==> src/rtl/coin_accumulator.sv <==
// Coin-slot front end: two-flop synchronisers and debouncers on both slots feed a
// credit FSM that accumulates a 3-bit saturating credit with vend clear and refund.
module coin_accumulator #(
  parameter int unsigned DEBOUNCE_CYCLES = 4,
  parameter int unsigned PRICE           = 2,
  parameter int unsigned MAX_CREDIT      = 7,
  parameter int unsigned TIMEOUT_CYCLES  = 255
) (
  input  logic       clk,
  input  logic       start,
  input  logic       coin_a,
  input  logic       coin_b,
  input  logic       cancel,
  input  logic       vend_done,
  output logic [2:0] coins,
  output logic       credit_ok,
  output logic       coin_reject,
  output logic [2:0] refund,
  output logic       refund_valid
);

  localparam logic [3:0] DEB_MAX  = 4'(DEBOUNCE_CYCLES);
  localparam logic [3:0] DEB_LAST = 4'(DEBOUNCE_CYCLES - 1);
  localparam logic [7:0] TMO_LAST = 8'(TIMEOUT_CYCLES - 1);
  localparam logic [3:0] PRICE_W  = 4'(PRICE);
  localparam logic [3:0] MAX_W    = 4'(MAX_CREDIT);

  typedef enum logic [1:0] {
    S_IDLE    = 2'd0,
    S_COLLECT = 2'd1,
    S_REFUND  = 2'd2
  } state_e;

  logic [1:0] raw;
  logic [1:0] qual;

  assign raw = {coin_b, coin_a};

  // Slot 0 is coin_a (value 1), slot 1 is coin_b (value 2).
  for (genvar gi = 0; gi < 2; gi++) begin : g_slot
    logic       meta_q;
    logic       sync_q;
    logic       qual_q;
    logic       qual_d;
    logic [3:0] deb_q;
    logic [3:0] deb_d;

    // Counter saturates at DEBOUNCE_CYCLES so a held coin qualifies only once.
    always_comb begin
      deb_d  = 4'd0;
      qual_d = 1'b0;
      if (sync_q) begin
        deb_d  = (deb_q == DEB_MAX) ? DEB_MAX : deb_q + 4'd1;
        qual_d = (deb_q == DEB_LAST);
      end
    end

    always_ff @(posedge clk or negedge start) begin
      if (!start) begin
        meta_q <= 1'b0;
        sync_q <= 1'b0;
        deb_q  <= 4'd0;
        qual_q <= 1'b0;
      end else begin
        meta_q <= raw[gi];
        sync_q <= meta_q;
        deb_q  <= deb_d;
        qual_q <= qual_d;
      end
    end

    assign qual[gi] = qual_q;
  end

  state_e     state_q, state_d;
  logic [2:0] coins_q, coins_d;
  logic [7:0] timer_q, timer_d;
  logic       credit_ok_q, credit_ok_d;
  logic       reject_q, reject_d;
  logic [2:0] refund_q, refund_d;
  logic       refund_valid_q, refund_valid_d;

  logic       any_coin;
  logic [2:0] coin_val;
  logic [3:0] sum_a, sum_b, sum_ab;
  logic [2:0] acc_credit;
  logic       acc_any;
  logic       acc_rej;

  assign any_coin = qual[0] | qual[1];
  assign coin_val = {1'b0, qual[1], qual[0]};
  assign sum_a    = {1'b0, coins_q} + 4'd1;
  assign sum_b    = {1'b0, coins_q} + 4'd2;
  assign sum_ab   = {1'b0, coins_q} + 4'd3;

  // Coin acceptance against the current credit; coin_b is tried before coin_a
  // when both cannot fit together.
  always_comb begin
    acc_credit = coins_q;
    acc_any    = 1'b0;
    acc_rej    = 1'b0;
    if (qual[0] && qual[1]) begin
      if (sum_ab <= MAX_W) begin
        acc_credit = sum_ab[2:0];
        acc_any    = 1'b1;
      end else if (sum_b <= MAX_W) begin
        acc_credit = sum_b[2:0];
        acc_any    = 1'b1;
        acc_rej    = 1'b1;
      end else if (sum_a <= MAX_W) begin
        acc_credit = sum_a[2:0];
        acc_any    = 1'b1;
        acc_rej    = 1'b1;
      end else begin
        acc_rej    = 1'b1;
      end
    end else if (qual[1]) begin
      if (sum_b <= MAX_W) begin
        acc_credit = sum_b[2:0];
        acc_any    = 1'b1;
      end else begin
        acc_rej    = 1'b1;
      end
    end else if (qual[0]) begin
      if (sum_a <= MAX_W) begin
        acc_credit = sum_a[2:0];
        acc_any    = 1'b1;
      end else begin
        acc_rej    = 1'b1;
      end
    end
  end

  always_comb begin
    state_d        = state_q;
    coins_d        = coins_q;
    timer_d        = timer_q;
    reject_d       = 1'b0;
    refund_d       = 3'd0;
    refund_valid_d = 1'b0;

    case (state_q)
      S_IDLE: begin
        coins_d = 3'd0;
        timer_d = 8'd0;
        if (any_coin) begin
          state_d = S_COLLECT;
          coins_d = coin_val;
        end
      end

      S_COLLECT: begin
        if (vend_done && ({1'b0, coins_q} >= PRICE_W)) begin
          // A coin landing on the vend cycle starts a fresh credit.
          timer_d = 8'd0;
          if (any_coin) begin
            coins_d = coin_val;
          end else begin
            coins_d = 3'd0;
            state_d = S_IDLE;
          end
        end else begin
          coins_d  = acc_credit;
          reject_d = acc_rej;
          timer_d  = acc_any ? 8'd0 : timer_q + 8'd1;
          if (cancel || (timer_q == TMO_LAST)) begin
            state_d        = S_REFUND;
            refund_d       = acc_credit;
            refund_valid_d = 1'b1;
          end
        end
      end

      S_REFUND: begin
        coins_d  = 3'd0;
        timer_d  = 8'd0;
        reject_d = any_coin;
        state_d  = S_IDLE;
      end

      default: begin
        coins_d = 3'd0;
        timer_d = 8'd0;
        state_d = S_IDLE;
      end
    endcase

    credit_ok_d = ({1'b0, coins_d} >= PRICE_W);
  end

  always_ff @(posedge clk or negedge start) begin
    if (!start) begin
      state_q        <= S_IDLE;
      coins_q        <= 3'd0;
      timer_q        <= 8'd0;
      credit_ok_q    <= 1'b0;
      reject_q       <= 1'b0;
      refund_q       <= 3'd0;
      refund_valid_q <= 1'b0;
    end else begin
      state_q        <= state_d;
      coins_q        <= coins_d;
      timer_q        <= timer_d;
      credit_ok_q    <= credit_ok_d;
      reject_q       <= reject_d;
      refund_q       <= refund_d;
      refund_valid_q <= refund_valid_d;
    end
  end

  assign coins        = coins_q;
  assign credit_ok    = credit_ok_q;
  assign coin_reject  = reject_q;
  assign refund       = refund_q;
  assign refund_valid = refund_valid_q;

endmodule

==> config.mk <==
export PLATFORM = sky130hd
export DESIGN_NAME = coin_accumulator
export DESIGN_NICKNAME = d
export VERILOG_FILES = /design/src/rtl/coin_accumulator.sv
export SDC_FILE = /design/constraint.sdc
export NUM_CORES = 1
export LEC_CHECK = 0
export BUFFER_PORTS_ARGS = -buffer_cell sky130_fd_sc_hd__buf_4
export CORE_ASPECT_RATIO = 1.25
export CORE_MARGIN = 4
export CORE_UTILIZATION = 48
export CTS_CLUSTER_DIAMETER = 80
export DETAILED_ROUTE_END_ITERATION = 7
export HOLD_SLACK_MARGIN = 0.1
export PLACE_DENSITY = 0.66
export SLEW_MARGIN = 20
export SYNTH_ARGS = -nofsm -noshare
export SYNTH_HDL_FRONTEND = slang
export SYNTH_SLANG_ARGS = --single-unit
==> constraint.sdc <==
create_clock -name clk -period 2.61 [get_ports clk]
set_clock_uncertainty 0.2 [all_clocks]
set_input_delay 0.3915 -clock clk [delete_from_list [all_inputs] [get_ports clk]]
set_output_delay 0.3915 -clock clk [all_outputs]
set_load 0.005 [all_outputs]
---- Word level (Yosys, flattened, before mapping) ----
Cells that the tools add are included.
operators by class
  multipliers ............................. 0
  equal/unequal tests ..................... 10
  divide/modulo/power cells ............... 0
  bitwise operators ....................... 1
  multiplexer cells ....................... 45
  add/subtract/negate cells ............... 6
  reduce and logical (&&, ||, !) cells .... 5
  shift operators ......................... 0
  order comparisons ....................... 5
operators by type and width
  cell                                                 number
  two-way mux 3 bit                                    11
  two-way mux 8 bit                                    3
  two-way mux 1 bit                                    19
  two-way mux 4 bit                                    4
  <= comparator 4 x 3 -> 1 bit, second input constant  3
  two-way mux 2 bit                                    5
  adder 3 x 2 -> 4 bit, second input constant          2
  adder 4 x 1 -> 4 bit, second input constant          2
  adder 8 x 1 -> 8 bit, second input constant          1
  equality test 4 x 2 -> 1 bit, second input constant  2
  equality test 4 x 3 -> 1 bit, second input constant  2
  equality test 8 bit, second input constant           1
  >= comparator 3 x 2 -> 1 bit, second input constant  2
  != test 3 bit, second input constant                 2
  case mux 3 bit (2 select lines)                      1
  adder 3 x 1 -> 4 bit, second input constant          1
  case mux 2 bit (2 select lines)                      1
  AND reduction 3 bit                                  1
  equality test 2 x 1 -> 1 bit, second input constant  1
  equality test 2 bit, second input constant           1
  logical AND 1 bit                                    2
  zero test 2 bit                                      1
  != test 2 bit, second input constant                 1
  case mux 1 bit (2 select lines)                      1
  2 further kinds                                      2
storage, ports and cells
  bits in read-only memories .............. 0
  output and inout bits ................... 9
  bits in registers ....................... 33
  memory bits (writable) .................. 0
  memories ................................ 0
  input bits .............................. 6
  bits in latches ......................... 0
  word-level logic and storage cells ...... 87

---- Longest topological paths before layout ----
Gate-level depths: netlist (run 1).
  depth after elaboration ................. 9
  gate-level depth with buffers ........... 8
  depth with buffers taken out ............ 7

---- Worst setup path after synthesis (run 1) ----
Ideal clock, no wire load.
  kind .................................... register to register
  start ................................... register coins_q[1], in the netlist coins[1]
  end ..................................... register credit_ok_q, in the netlist credit_ok
  buffers on the path ..................... 0
  stages on the path, launching flop included .. 8
  data arrival time ....................... 1.495 ns
  setup time .............................. 0.138 ns
  setup slack ............................. 0.778 ns
  period minus slack after synthesis ...... 1.832 ns
  data required time ...................... 2.272 ns
  path through ............................ dfrtp_1 inv_1 ha_1 mux2i_1 nand2_1 o2111a_1 o21ai_1 o211ai_1
between the ends
  word-level cells in the longest chain between the ends .. 9
  elaborated cells on any way between the ends .. 18
  classes of those cells .................. add/sub (3); order compare (5); mux (9); reduce/logical (1)
RTL lines
  item                                         RTL line  source
  from (decl)                                  76        logic [2:0] coins_q, coins_d;
  from (signal assigned)                       202       coins_q <= coins_d;
  adder 3 x 1 -> 4 bit                         92        assign sum_a = {1'b0, coins_q} + 4'd1;
  <= comparator 4 x 3 -> 1 bit                 110, 125
  two-way mux 3 bit                            110, 125
  two-way mux 3 bit, on equally long branches  124, 106
  two-way mux 3 bit, on equally long branches  117, 103
  two-way mux 3 bit                            102       if (qual[0] && qual[1]) begin
  two-way mux 3 bit *                          153       if (vend_done && ({1'b0, coins_q} >= PRICE_W)) begin
  case mux 3 bit (2 select lines) *            142       case (state_q)
  >= comparator 3 x 2 -> 1 bit *               188       credit_ok_d = ({1'b0, coins_d} >= PRICE_W);
  named net credit_ok_d                        78        logic credit_ok_q, credit_ok_d;
  to (signal assigned)                         204       credit_ok_q <= credit_ok_d;
  to (decl)                                    78
The timed path passes the listed nets; every way through them passes the cells marked *.
A chain may end at the register's enable or synchronous reset.

---- Worst setup path in the final report (run 1) ----
  start ................................... register coins_q[0], in the netlist coins[0]
  end ..................................... register timer_q[2]
between the ends
  word-level cells in the longest chain between the ends .. 9
  elaborated cells on any way between the ends .. 18
  classes of those cells .................. add/sub (3); order compare (4); mux (10); reduce/logical (1)
RTL lines
  item                                         RTL line  source
  adder 3 x 1 -> 4 bit                         92
  <= comparator 4 x 3 -> 1 bit                 110, 125
  two-way mux 1 bit                            110, 125
  two-way mux 1 bit, on equally long branches  124, 106
  two-way mux 1 bit, on equally long branches  117, 103
  two-way mux 1 bit                            102
  two-way mux 8 bit                            165       timer_d = acc_any ? 8'd0 : timer_q + 8'd1;
  two-way mux 8 bit *                          153
  two-way mux 8 bit *                          142
  named net timer_d[2]                         77        logic [7:0] timer_q, timer_d;
  to (signal assigned)                         203       timer_q <= timer_d;
  to (decl)                                    77
Marked as above.

==> results.py, run 1 <==
metrics = {
    "status": {
        "status": "complete, no violations",
    },
    "global_route": {
        "grt_remaining_overflow": 0,
        "grt_antenna_before_repair": 0,
        "grt_max_degree": 34,
        "met1_track_demand_over_resource_in_global_routing_pct": 16.0,
        "grt_pass1_vias": 1368,
        "use_met2_pct": 27.1,
        "grt_util_all_layers_pct": 15.2,
        "top_usage_layer": "met2",
        "grt_util_met3_pct": 4.87,
        "grt_pass1_wl_um": 5800,
    },
    "clock_tree": {
        "worst_setup_hold_path_clk_slew_ps": 70,
        "cts_htree_levels": 2,
        "clock-sinks": 33,
        "clock_tree.root_cell": "sky130_fd_sc_hd__clkbuf_8",
        "clkLatencyLatePin_ps": 280,
        "number_of_buffers_between_clock_root_and_the_deepest_sink": 2,
        "cts_tree": "done",
        "cts_buffers": 5,
    },
    "min_path": {
        "min-delay-path-class": "register to register",
    },
    "placed_design": {
        "placement.io_buffers": 14,
        "gp_routability_congestion": 0.824,
        "detailed_place_hpwl_um": 2410,
        "post-place-cells": 223,
        "detailedPlace.worstSlack_ps": 424,
    },
    "sta": {
        "max_freq_mhz": 457,
        "setup_repair_after_global_routing_missed_its_margin": "no",
        "post-route-worst-setup-slack_ps": 420,
        "tns_ps": 0,
        "timing_max_transition_violations_final": 0,
        "period_needed_ps": 2190,
        "timing.final.crit_share_pct": 83.9,
        "max_slew.worst_pin.slew_ps": 452,
        "hold_slack_ps": 152,
        "final_hold_viol_count": 0,
        "setup_viol_count_final": 0,
        "timing.slew.headroom_pct": 69.5,
    },
    "pwr": {
        "static-leakage-power_nw": 0.979,
        "power_frac_seq_pct": 44.1,
        "power_switching_share_pct": 28.0,
        "cellInternalPower_mw": 0.983,
        "p_comb_share_pct": 20.7,
        "net-switching-power_mw": 0.383,
        "pwr_density_cell_nw_per_um2": 664,
        "clockPowerShare_pct": 35.2,
        "worst_ir_drop_vdd_mv": 0.492,
    },
    "setup_path": {
        "worst-path-max-fanout": 12,
        "cp-start-kind": "register",
        "critPathRequiredTime_ps": 2610,
        "crit_path_end_kind": "register",
        "cp_data_arrival_time_ps": 2190,
        "cp_cell_sequence": "inv_1 > ha_1 > nor2b_4 > o21ai_4 > and2_4 > o221ai_2 > nor2_1",
        "cp_peak_stage_delay_ps": 600,
        "critical-path-top-delay-family": "flip-flops",
        "critical_path.slowest_cell": "sky130_fd_sc_hd__dfrtp_1",
        "crit_type": "register to register",
        "crit_buf_inv": 1,
    },
    "finish": {
        "fraction_of_final_layout_cells_sized_beyond_drive_strength_1_pct": 15.9,
        "finalNonFillerCells": 234,
        "net_count_final": 218,
        "filler_cell_count": 311,
        "area_growth_syn_to_layout_pct": 14.3,
        "antenna-diode-count": 0,
    },
    "floorplan": {
        "initial_core_util_pct": 50.8,
        "floorplan.core_area_um2": 3540,
        "io_pins": 15,
        "fp-row-count": 24,
        "die_x_um": 62.8,
        "die-height_um": 76.5,
        "floorplan.die_area_um2": 4800,
    },
    "routing": {
        "remaining_drc_errors": 0,
        "routed_wl_um": 3280,
        "drt_iter0_drc": 68,
        "dr.pass1.iters": 4,
        "route.vias.total": 1290,
        "final_routed_wire_length_divided_by_cell_count_um": 14.0,
        "avgViaCountPerCell": 5.51,
        "detail-route-antenna-nets": 0,
    },
    "job": {
        "max_cap_viol_count": 0,
    },
    "synthesis": {
        "synth-warning-count": 0,
        "syn_avg_cell_area_um2": 10.3,
        "mappedNetlistArea_um2": 1800,
        "sequential_element_share_of_the_synthesized_area_pct": 45.9,
        "synth.ff_latch_count": 33,
        "synthCells": 175,
        "yosys.cell_types.count": 40,
        "syn-num-nets": 199,
    },
}
area by class of cell:
| class | count | area (um2) | share of cell area [%] |
|---|---|---|---|
| Multi-Input combinational cell | 120 | 868 | 42.2 |
| Sequential cell | 33 | 826 | 40.1 |
| Timing Repair Buffer | 17 | 135 | 6.57 |
| Clock buffer | 7 | 86.3 | 4.19 |
| Inverter | 17 | 63.8 | 3.10 |
| Tap cell | 39 | 48.8 | 2.37 |
| Clock inverter | 1 | 30.0 | 1.46 |
sequential cells by signal (all words and copies together) (netlist names):
name and cells:
g_slot.deb_q 8, refund_valid 1, g_slot.sync_q 2, credit_ok 1
state_q 2, g_slot.meta_q 2, timer_q 8, coins 3
coin_reject 1, g_slot.qual_q 2, refund 3
cell usage in the layout, fill, tap and decap left out, types with 2 or more instances in the layout:
cell type                        n
sky130_fd_sc_hd__ha_1           18
sky130_fd_sc_hd__xor2_1          5
sky130_fd_sc_hd__a31oi_1         3
sky130_fd_sc_hd__inv_1          17
sky130_fd_sc_hd__clkbuf_8        6
sky130_fd_sc_hd__nor3_1          4
sky130_fd_sc_hd__nor2_1         15
sky130_fd_sc_hd__nand4_1         2
sky130_fd_sc_hd__o21ai_0         5
sky130_fd_sc_hd__dfrtp_1        33
sky130_fd_sc_hd__a311oi_1        2
sky130_fd_sc_hd__nand2_1        17
sky130_fd_sc_hd__o211ai_1        4
sky130_fd_sc_hd__a41oi_1         2
sky130_fd_sc_hd__dlygate4sd3_1   3
sky130_fd_sc_hd__a21oi_1         7
sky130_fd_sc_hd__nand3_1         6
sky130_fd_sc_hd__mux2i_1         4
sky130_fd_sc_hd__buf_4          14
sky130_fd_sc_hd__xnor2_1         4
sky130_fd_sc_hd__and2_1          3
logic make-up (layout without fill, tap and decap cells):
| kind of cell | Yosys count | in the layout | share of synthesized area, % |
|---|---|---|---|
| flops | 33 | 33 | 45.9 |
| fa+ha+maj | 18 | 18 | 12.5 |
| buf+inv | 22 | 42 | 5.91 |
| compound gates | 34 | 34 | 14.0 |
| mux | 4 | 4 | 2.22 |
| simple gates | 55 | 55 | 15.1 |
| xor+xnor | 9 | 9 | 4.38 |
worst register-to-register path: stages, from the launching register on:
cell and delay (ps):
sky130_fd_sc_hd__dfrtp_1 600, sky130_fd_sc_hd__inv_1 180, sky130_fd_sc_hd__ha_1 230, sky130_fd_sc_hd__nor2b_4 130
sky130_fd_sc_hd__o21ai_4 230, sky130_fd_sc_hd__and2_4 210, sky130_fd_sc_hd__o221ai_2 170, sky130_fd_sc_hd__nor2_1 160
Yosys cell counts:
master                     count  area share, %
sky130_fd_sc_hd__a41oi_1       2           0.97
sky130_fd_sc_hd__and2_1        3            1.0
sky130_fd_sc_hd__o22ai_1       1           0.35
sky130_fd_sc_hd__mux2i_1       4            2.2
sky130_fd_sc_hd__nand2_1      17            3.5
sky130_fd_sc_hd__buf_4         2           0.83
sky130_fd_sc_hd__and2_4        1           0.49
sky130_fd_sc_hd__inv_1        17            3.5
sky130_fd_sc_hd__nor4b_1       1           0.49
sky130_fd_sc_hd__nor2b_1       1           0.35
sky130_fd_sc_hd__ha_1         18             13
sky130_fd_sc_hd__a21boi_2      1           0.63
sky130_fd_sc_hd__o2111a_1      1           0.63
sky130_fd_sc_hd__buf_6         2            1.3
sky130_fd_sc_hd__o21ai_1       1           0.28
sky130_fd_sc_hd__o21ai_4       1           0.90
sky130_fd_sc_hd__nor2b_4       1           0.76
sky130_fd_sc_hd__o21ai_0       5            1.4
sky130_fd_sc_hd__xnor2_1       4            1.9
sky130_fd_sc_hd__a22o_1        1           0.49
sky130_fd_sc_hd__a41o_1        1           0.56
sky130_fd_sc_hd__a21oi_1       7            1.9
sky130_fd_sc_hd__o211ai_1      4            1.7
sky130_fd_sc_hd__nand4_1       2           0.69
sky130_fd_sc_hd__nor3_1        4            1.1
sky130_fd_sc_hd__o221ai_2      1           0.83
sky130_fd_sc_hd__nor2_1       15            3.1
sky130_fd_sc_hd__nand2_2       1           0.35
sky130_fd_sc_hd__xor2_1        5            2.4
sky130_fd_sc_hd__nand3_1       6            1.7
sky130_fd_sc_hd__a31oi_1       3            1.0
sky130_fd_sc_hd__and4_4        1           0.63
sky130_fd_sc_hd__or2_4         1           0.49
sky130_fd_sc_hd__o31ai_1       1           0.42
sky130_fd_sc_hd__dfrtp_1      33             46
sky130_fd_sc_hd__o21ai_2       1           0.49
sky130_fd_sc_hd__a311oi_1      2           0.97
sky130_fd_sc_hd__o21bai_1      1           0.42
sky130_fd_sc_hd__and3_2        1           0.42
sky130_fd_sc_hd__buf_2         1           0.28
final timing paths:
check	from	to	slack [ps]	cells past startpoint
setup / recovery	coins[0]	timer_q[2]	420	7
hold / removal	g_slot[0].meta_q	g_slot[0].sync_q	150	0
setup reg to reg	coins[0]	timer_q[2]	420	7
min in group asynchronous	start	timer_q[1]	380	2
hold reg to reg	g_slot[0].meta_q	g_slot[0].sync_q	150	0
max in group asynchronous	start	g_slot[0].deb_q[3]	1530	2
timing repair:
item	CTS	global route
setup buffers	0	0
resized for setup	0	0
hold buffers	3	0
endpoints found under the hold margin	35	0
power groups by stage:
stage | sequential, mW | combinational [mW] | clock (mW)
after detailed placement | 0.612 | 0.281 | 0
after global routing | 0.609 | 0.324 | 0.522
after floorplan | 0.594 | 0.210 | 0
after global placement | 0.607 | 0.273 | 0
after CTS | 0.602 | 0.288 | 0.497
final | 0.602 | 0.282 | 0.482
layer usage:
metal,part of all wire (%),vias up
met3,3.2,9
met5,0,-
met1,42,630
met4,2.3,0
li1,-,631
met2,52,20
through the flow:
stage	util, %	power (mW)	area (um2)
floorplan	-	0.804	1800
global placement	54.0	0.880	1910
detailed placement	54.0	0.893	1910
CTS	58.1	1.39	2060
global route	58.1	1.46	2060
finish	58.1	1.37	2060
No activity file was read; power rests on OpenSTA's default activity.
==> run 2: changes to the inputs <==
Clock period 2.61 ns to 2.2 ns, I/O delays scaled along.
==> results.py, run 2 (synthesized netlist as in run 1, its figures left out) <==
metrics = {
    "global_route": {
        "grt_max_degree": 34,
        "grt_antenna_before_repair": 0,
        "grt_pass1_wl_um": 5700,
        "grt_util_all_layers_pct": 14.9,
        "grt_remaining_overflow": 0,
        "grt_pass1_vias": 1339,
    },
    "routing": {
        "route.vias.total": 1297,
        "detail-route-antenna-nets": 0,
        "final_routed_wire_length_divided_by_cell_count_um": 13.5,
        "avgViaCountPerCell": 5.50,
        "drt_iter0_drc": 60,
        "remaining_drc_errors": 0,
        "routed_wl_um": 3180,
        "dr.pass1.iters": 5,
    },
    "clock_tree": {
        "number_of_buffers_between_clock_root_and_the_deepest_sink": 2,
        "clock-sinks": 33,
        "cts_buffers": 5,
        "clkLatencyLatePin_ps": 280,
        "worst_setup_hold_path_clk_slew_ps": 60,
        "cts_tree": "done",
        "clock_tree.root_cell": "sky130_fd_sc_hd__clkbuf_8",
        "cts_htree_levels": 2,
    },
    "floorplan": {
        "initial_core_util_pct": 50.8,
        "floorplan.die_area_um2": 4800,
        "io_pins": 15,
        "fp-row-count": 24,
        "floorplan.core_area_um2": 3540,
        "die-height_um": 76.5,
        "die_x_um": 62.8,
    },
    "min_path": {
        "min-delay-path-class": "register to register",
    },
    "pwr": {
        "power_frac_seq_pct": 48.0,
        "static-leakage-power_nw": 0.966,
        "p_comb_share_pct": 23.4,
        "pwr_density_cell_nw_per_um2": 721,
        "net-switching-power_mw": 0.445,
        "worst_ir_drop_vdd_mv": 0.463,
        "cellInternalPower_mw": 1.03,
        "clockPowerShare_pct": 28.6,
        "power_switching_share_pct": 30.3,
    },
    "sta": {
        "setup_repair_after_global_routing_missed_its_margin": "no",
        "max_freq_mhz": 510,
        "timing.final.crit_share_pct": 89.1,
        "tns_ps": 0,
        "setup_viol_count_final": 0,
        "final_hold_viol_count": 0,
        "period_needed_ps": 1960,
        "timing_max_transition_violations_final": 0,
        "hold_slack_ps": 152,
        "max_slew.worst_pin.slew_ps": 434,
        "timing.slew.headroom_pct": 70.7,
    },
    "finish": {
        "fraction_of_final_layout_cells_sized_beyond_drive_strength_1_pct": 16.8,
        "finish.utilization_pct": 57.6,
        "layout_common_cells": "sky130_fd_sc_hd__dfrtp_1 (32), sky130_fd_sc_hd__inv_1 (17), sky130_fd_sc_hd__nand2_1 (17), sky130_fd_sc_hd__ha_1 (17), sky130_fd_sc_hd__buf_4 (16)",
        "area_growth_syn_to_layout_pct": 13.3,
        "net_count_final": 220,
        "filler_cell_count": 326,
        "layout_commonest_cell": "sky130_fd_sc_hd__dfrtp_1",
        "finalNonFillerCells": 236,
        "antenna-diode-count": 0,
        "layout_top_registers": "g_slot.deb_q x8, timer_q x8",
    },
    "setup_path": {
        "cp-endpoint": "credit_ok",
        "cp_peak_stage_delay_ps": 470,
        "crit_type": "register to register",
        "cp_cell_sequence": "inv_1 > ha_1 > nand2_2 > mux2i_1 > o2111a_1 > o21ai_1 > o211ai_1",
        "critical_path.reg2reg.endpoint": "credit_ok",
        "r2r-start": "coins[1]",
        "r2r_cells": 7,
        "timing.critical_path.from": "coins[1]",
        "timing.reg2reg.setup_slack_ps": 240,
        "critPathRequiredTime_ps": 2140,
        "worst-path-max-fanout": 10,
        "cp-start-kind": "register",
        "critical_path.slowest_cell": "sky130_fd_sc_hd__dfrtp_2",
        "crit_path_end_kind": "register",
        "cp_data_arrival_time_ps": 1900,
    },
    "placed_design": {
        "gp_routability_congestion": 0.841,
        "detailed_place_hpwl_um": 2420,
        "post-place-cells": 225,
        "placement.io_buffers": 14,
    },
    "job": {
        "max_cap_viol_count": 0,
    },
    "status": {
        "status": "complete, no violations",
    },
}
==> run 2: worst min path at each step <==
stage,start,cells past startpoint,to
floorplan,start,0,coin_reject
global placement,start,1,timer_q[1]
detailed placement,start,1,timer_q[1]
CTS,g_slot[1].meta_q,0,g_slot[1].sync_q
global route,g_slot[1].meta_q,0,g_slot[1].sync_q
finish,g_slot[1].meta_q,0,g_slot[1].sync_q
==> run 2: cell type report <==
class,count,area [um2],area share (%)
Multi-Input combinational cell,120,871,42.7
Timing Repair Buffer,19,150,7.36
Tap cell,39,48.8,2.39
Sequential cell,33,827,40.5
Inverter,17,63.8,3.13
Clock buffer,8,80.1,3.92
==> run 2: what timing repair did <==
item | CTS | global route
resized for setup | 0 | 2
hold buffers | 3 | 0
buffers inserted | 0 | 0
endpoints found under the setup margin | 0 | 1
endpoints found under the hold margin | 35 | 0
==> run 2: through the flow <==
step | instance area, um2 | worst slack, ps | power (mW)
6_report | 2040 | 240 | 1.47
5_1_grt | 2040 | 101 | 1.58
4_1_cts | 2040 | 156 | 1.50
3_5_place_dp | 1930 | 163 | 1.06
3_3_place_gp | 1930 | 260 | 1.05
2_1_floorplan | 1800 | 368 | 0.953
==> run 2: power by group through the flow <==
stage	Combinational [mW]	Clock [mW]	Sequential, mW
finish	0.344	0.421	0.706
global route	0.395	0.466	0.716
CTS	0.350	0.441	0.706
detailed placement	0.345	0	0.716
global placement	0.334	0	0.714
floorplan	0.249	0	0.705
==> run 2: worst max-delay path: cells and delay by family, from the launching register on <==
| family | cells | cell delay (ps) |
|---|---|---|
| adders and majority gates | 1 | 240 |
| buffers and inverters | 1 | 170 |
| DFF | 1 | 470 |
| AOI/OAI and AO/OA | 3 | 540 |
| and+or+nand+nor | 1 | 80 |
| muxes | 1 | 120 |
==> run 2: layer usage <==
metal / routed length (um) / global-route usage (%) / up-vias
li1: - / - / 635
met1: 1310 / 15.8 / 629
met2: 1660 / 26.6 / 24
met3: 124 / 4.28 / 9
met4: 89 / 7.06 / 0
met5: 0 / 0 / -
==> run 3: changes to the inputs <==
Settings changed: PLACE_DENSITY 0.66 to 0.65.
==> results.py, run 3 (synthesized netlist as in run 1, its figures left out) <==
metrics = {
    "setup_path": {
        "worst-path-max-fanout": 9,
        "critPathRequiredTime_ps": 2140,
        "cp_peak_stage_delay_ps": 500,
        "critical_path.slowest_cell": "sky130_fd_sc_hd__dfrtp_1",
        "critical_path.reg2reg.endpoint": "credit_ok",
        "r2r_cells": 6,
        "cp_data_arrival_time_ps": 1950,
        "crit_path_end_kind": "register",
        "cp_cell_sequence": "ha_1 > a21boi_2 > xnor2_1 > a21oi_1 > a41oi_1 > o211ai_1",
        "critical-path-top-delay-family": "compound AO/OA/AOI/OAI gates",
        "timing.reg2reg.setup_slack_ps": 190,
        "crit_buf_inv": 0,
        "crit_type": "register to register",
        "cp-start-kind": "register",
        "r2r-start": "coins[2]",
    },
    "finish": {
        "antenna-diode-count": 0,
        "fin_area_um2": 2050,
        "layout_common_cells": "sky130_fd_sc_hd__dfrtp_1 (32), sky130_fd_sc_hd__ha_1 (18), sky130_fd_sc_hd__inv_1 (17), sky130_fd_sc_hd__nand2_1 (17), sky130_fd_sc_hd__buf_4 (17)",
        "area_growth_syn_to_layout_pct": 13.6,
        "net_count_final": 221,
        "layout_commonest_cell": "sky130_fd_sc_hd__dfrtp_1",
        "finalNonFillerCells": 237,
        "filler_cell_count": 313,
        "layout_top_registers": "g_slot.deb_q x8, timer_q x8",
        "fraction_of_final_layout_cells_sized_beyond_drive_strength_1_pct": 16.7,
    },
    "routing": {
        "detail-route-antenna-nets": 0,
        "drt_iter0_drc": 50,
        "routed_wl_um": 3220,
        "final_routed_wire_length_divided_by_cell_count_um": 13.6,
        "route.vias.total": 1263,
        "avgViaCountPerCell": 5.33,
        "remaining_drc_errors": 0,
        "dr.pass1.iters": 3,
    },
    "sta": {
        "final_hold_viol_count": 0,
        "max_freq_mhz": 499,
        "period_needed_ps": 2010,
        "setup_repair_after_global_routing_missed_its_margin": "no",
        "tns_ps": 0,
        "setup_viol_count_final": 0,
        "timing.slew.headroom_pct": 73.4,
        "max_slew.worst_pin.slew_ps": 399,
        "timing_max_transition_violations_final": 0,
        "timing.final.crit_share_pct": 91.2,
    },
    "pwr": {
        "pwr_density_cell_nw_per_um2": 719,
        "static-leakage-power_nw": 0.975,
        "worst_ir_drop_vdd_mv": 0.467,
    },
    "placed_design": {
        "gp_routability_congestion": 0.847,
        "placement.io_buffers": 14,
        "post-place-cells": 226,
        "post_dp_cell_area_um2": 1930,
        "detailed_place_hpwl_um": 2470,
    },
    "clock_tree": {
        "number_of_buffers_between_clock_root_and_the_deepest_sink": 2,
        "cts_buffers": 5,
        "worst_setup_hold_path_clk_slew_ps": 60,
        "cts_tree": "done",
        "clkLatencyLatePin_ps": 280,
        "clock-sinks": 33,
        "cts_htree_levels": 2,
        "post-cts-setup-buffer-count": 0,
        "clock_tree.root_cell": "sky130_fd_sc_hd__clkbuf_8",
    },
    "min_path": {
        "min-delay-path-class": "input port to register",
        "hold_path_startpoint": "cancel",
        "cell_depth_of_the_worst_hold_path": 3,
        "min_delay_worst_endpoint": "refund[1]",
    },
    "global_route": {
        "grt_max_degree": 34,
        "use_met2_pct": 26.0,
        "grt_util_all_layers_pct": 15.1,
        "grt_antenna_before_repair": 0,
        "top_usage_layer": "met2",
        "grt_remaining_overflow": 0,
        "grt_util_met3_pct": 4.57,
        "met1_track_demand_over_resource_in_global_routing_pct": 16.5,
        "grt_pass1_vias": 1354,
        "grt_pass1_wl_um": 5820,
    },
    "floorplan": {
        "fp-row-count": 24,
        "io_pins": 15,
        "floorplan.core_area_um2": 3540,
        "floorplan.die_area_um2": 4800,
        "initial_core_util_pct": 50.8,
        "die_x_um": 62.8,
        "die-height_um": 76.5,
    },
    "job": {
        "max_cap_viol_count": 0,
    },
    "status": {
        "status": "complete, no violations",
    },
}
## run 3: cell types whose count changed in the layout (fill, tap and decap cells not counted)
cell,change
sky130_fd_sc_hd__ha_2,-1
sky130_fd_sc_hd__ha_1,+1
sky130_fd_sc_hd__buf_4,+1
## run 3: layout make-up
class / count / area, um2 / share of cell area [%]
Sequential cell: 33 / 827 / 40.4
Timing Repair Buffer: 20 / 158 / 7.71
Inverter: 17 / 63.8 / 3.12
Tap cell: 39 / 48.8 / 2.39
Clock buffer: 8 / 80.1 / 3.91
Multi-Input combinational cell: 120 / 868 / 42.4
## run 3: power breakdown
part | total, mW | internal [mW] | switching, mW
clock | 0.419 | 0.224 | 0.194
sequential | 0.708 | 0.658 | 0.0503
combinational | 0.345 | 0.146 | 0.199
total | 1.47 | 1.03 | 0.444
## run 3: worst max-delay path by stage
| stage | from | to | slack, ps | depth (start not counted) |
|---|---|---|---|---|
| after floorplan | coins[1] | credit_ok | 370 | 7 |
| final | coins[2] | credit_ok | 190 | 6 |
| after CTS | coins[1] | credit_ok | 120 | 7 |
| after global routing | coins[2] | credit_ok | 50 | 6 |
| after global placement | coins[1] | credit_ok | 150 | 7 |
| after detailed placement | coins[1] | credit_ok | 130 | 7 |
## run 3: worst min-delay path, delay by kind of cell
kind,cells,cell delay [ps]
simple gates,1,90
buf+inv,1,90
compound gates,1,70
## run 3: per-layer routing
| metal | part of all wire (%) | wire (um) | up-vias |
|---|---|---|---|
| met5 | 0 | 0 | - |
| met4 | 2.5 | 82 | 0 |
| met3 | 3.6 | 115 | 7 |
| met2 | 52 | 1670 | 16 |
| met1 | 42 | 1350 | 600 |
| li1 | - | - | 640 |
## run 3: per-stage QoR
stage	total power [mW]	util (%)	hold slack [ps]	worst slack, ps
after floorplan	0.953	-	-166	368
after global placement	1.04	54.6	84.4	149
after detailed placement	1.07	54.6	92.2	128
after CTS	1.50	57.7	135	116
after global routing	1.58	57.7	155	48.7
final	1.47	57.7	137	195
## run 3: timing repair
action                     4_1_cts  5_1_grt
hold endpoints to repair        35        0
hold buffers                     3        0
setup endpoints to repair        0        1
resized for setup                0        1
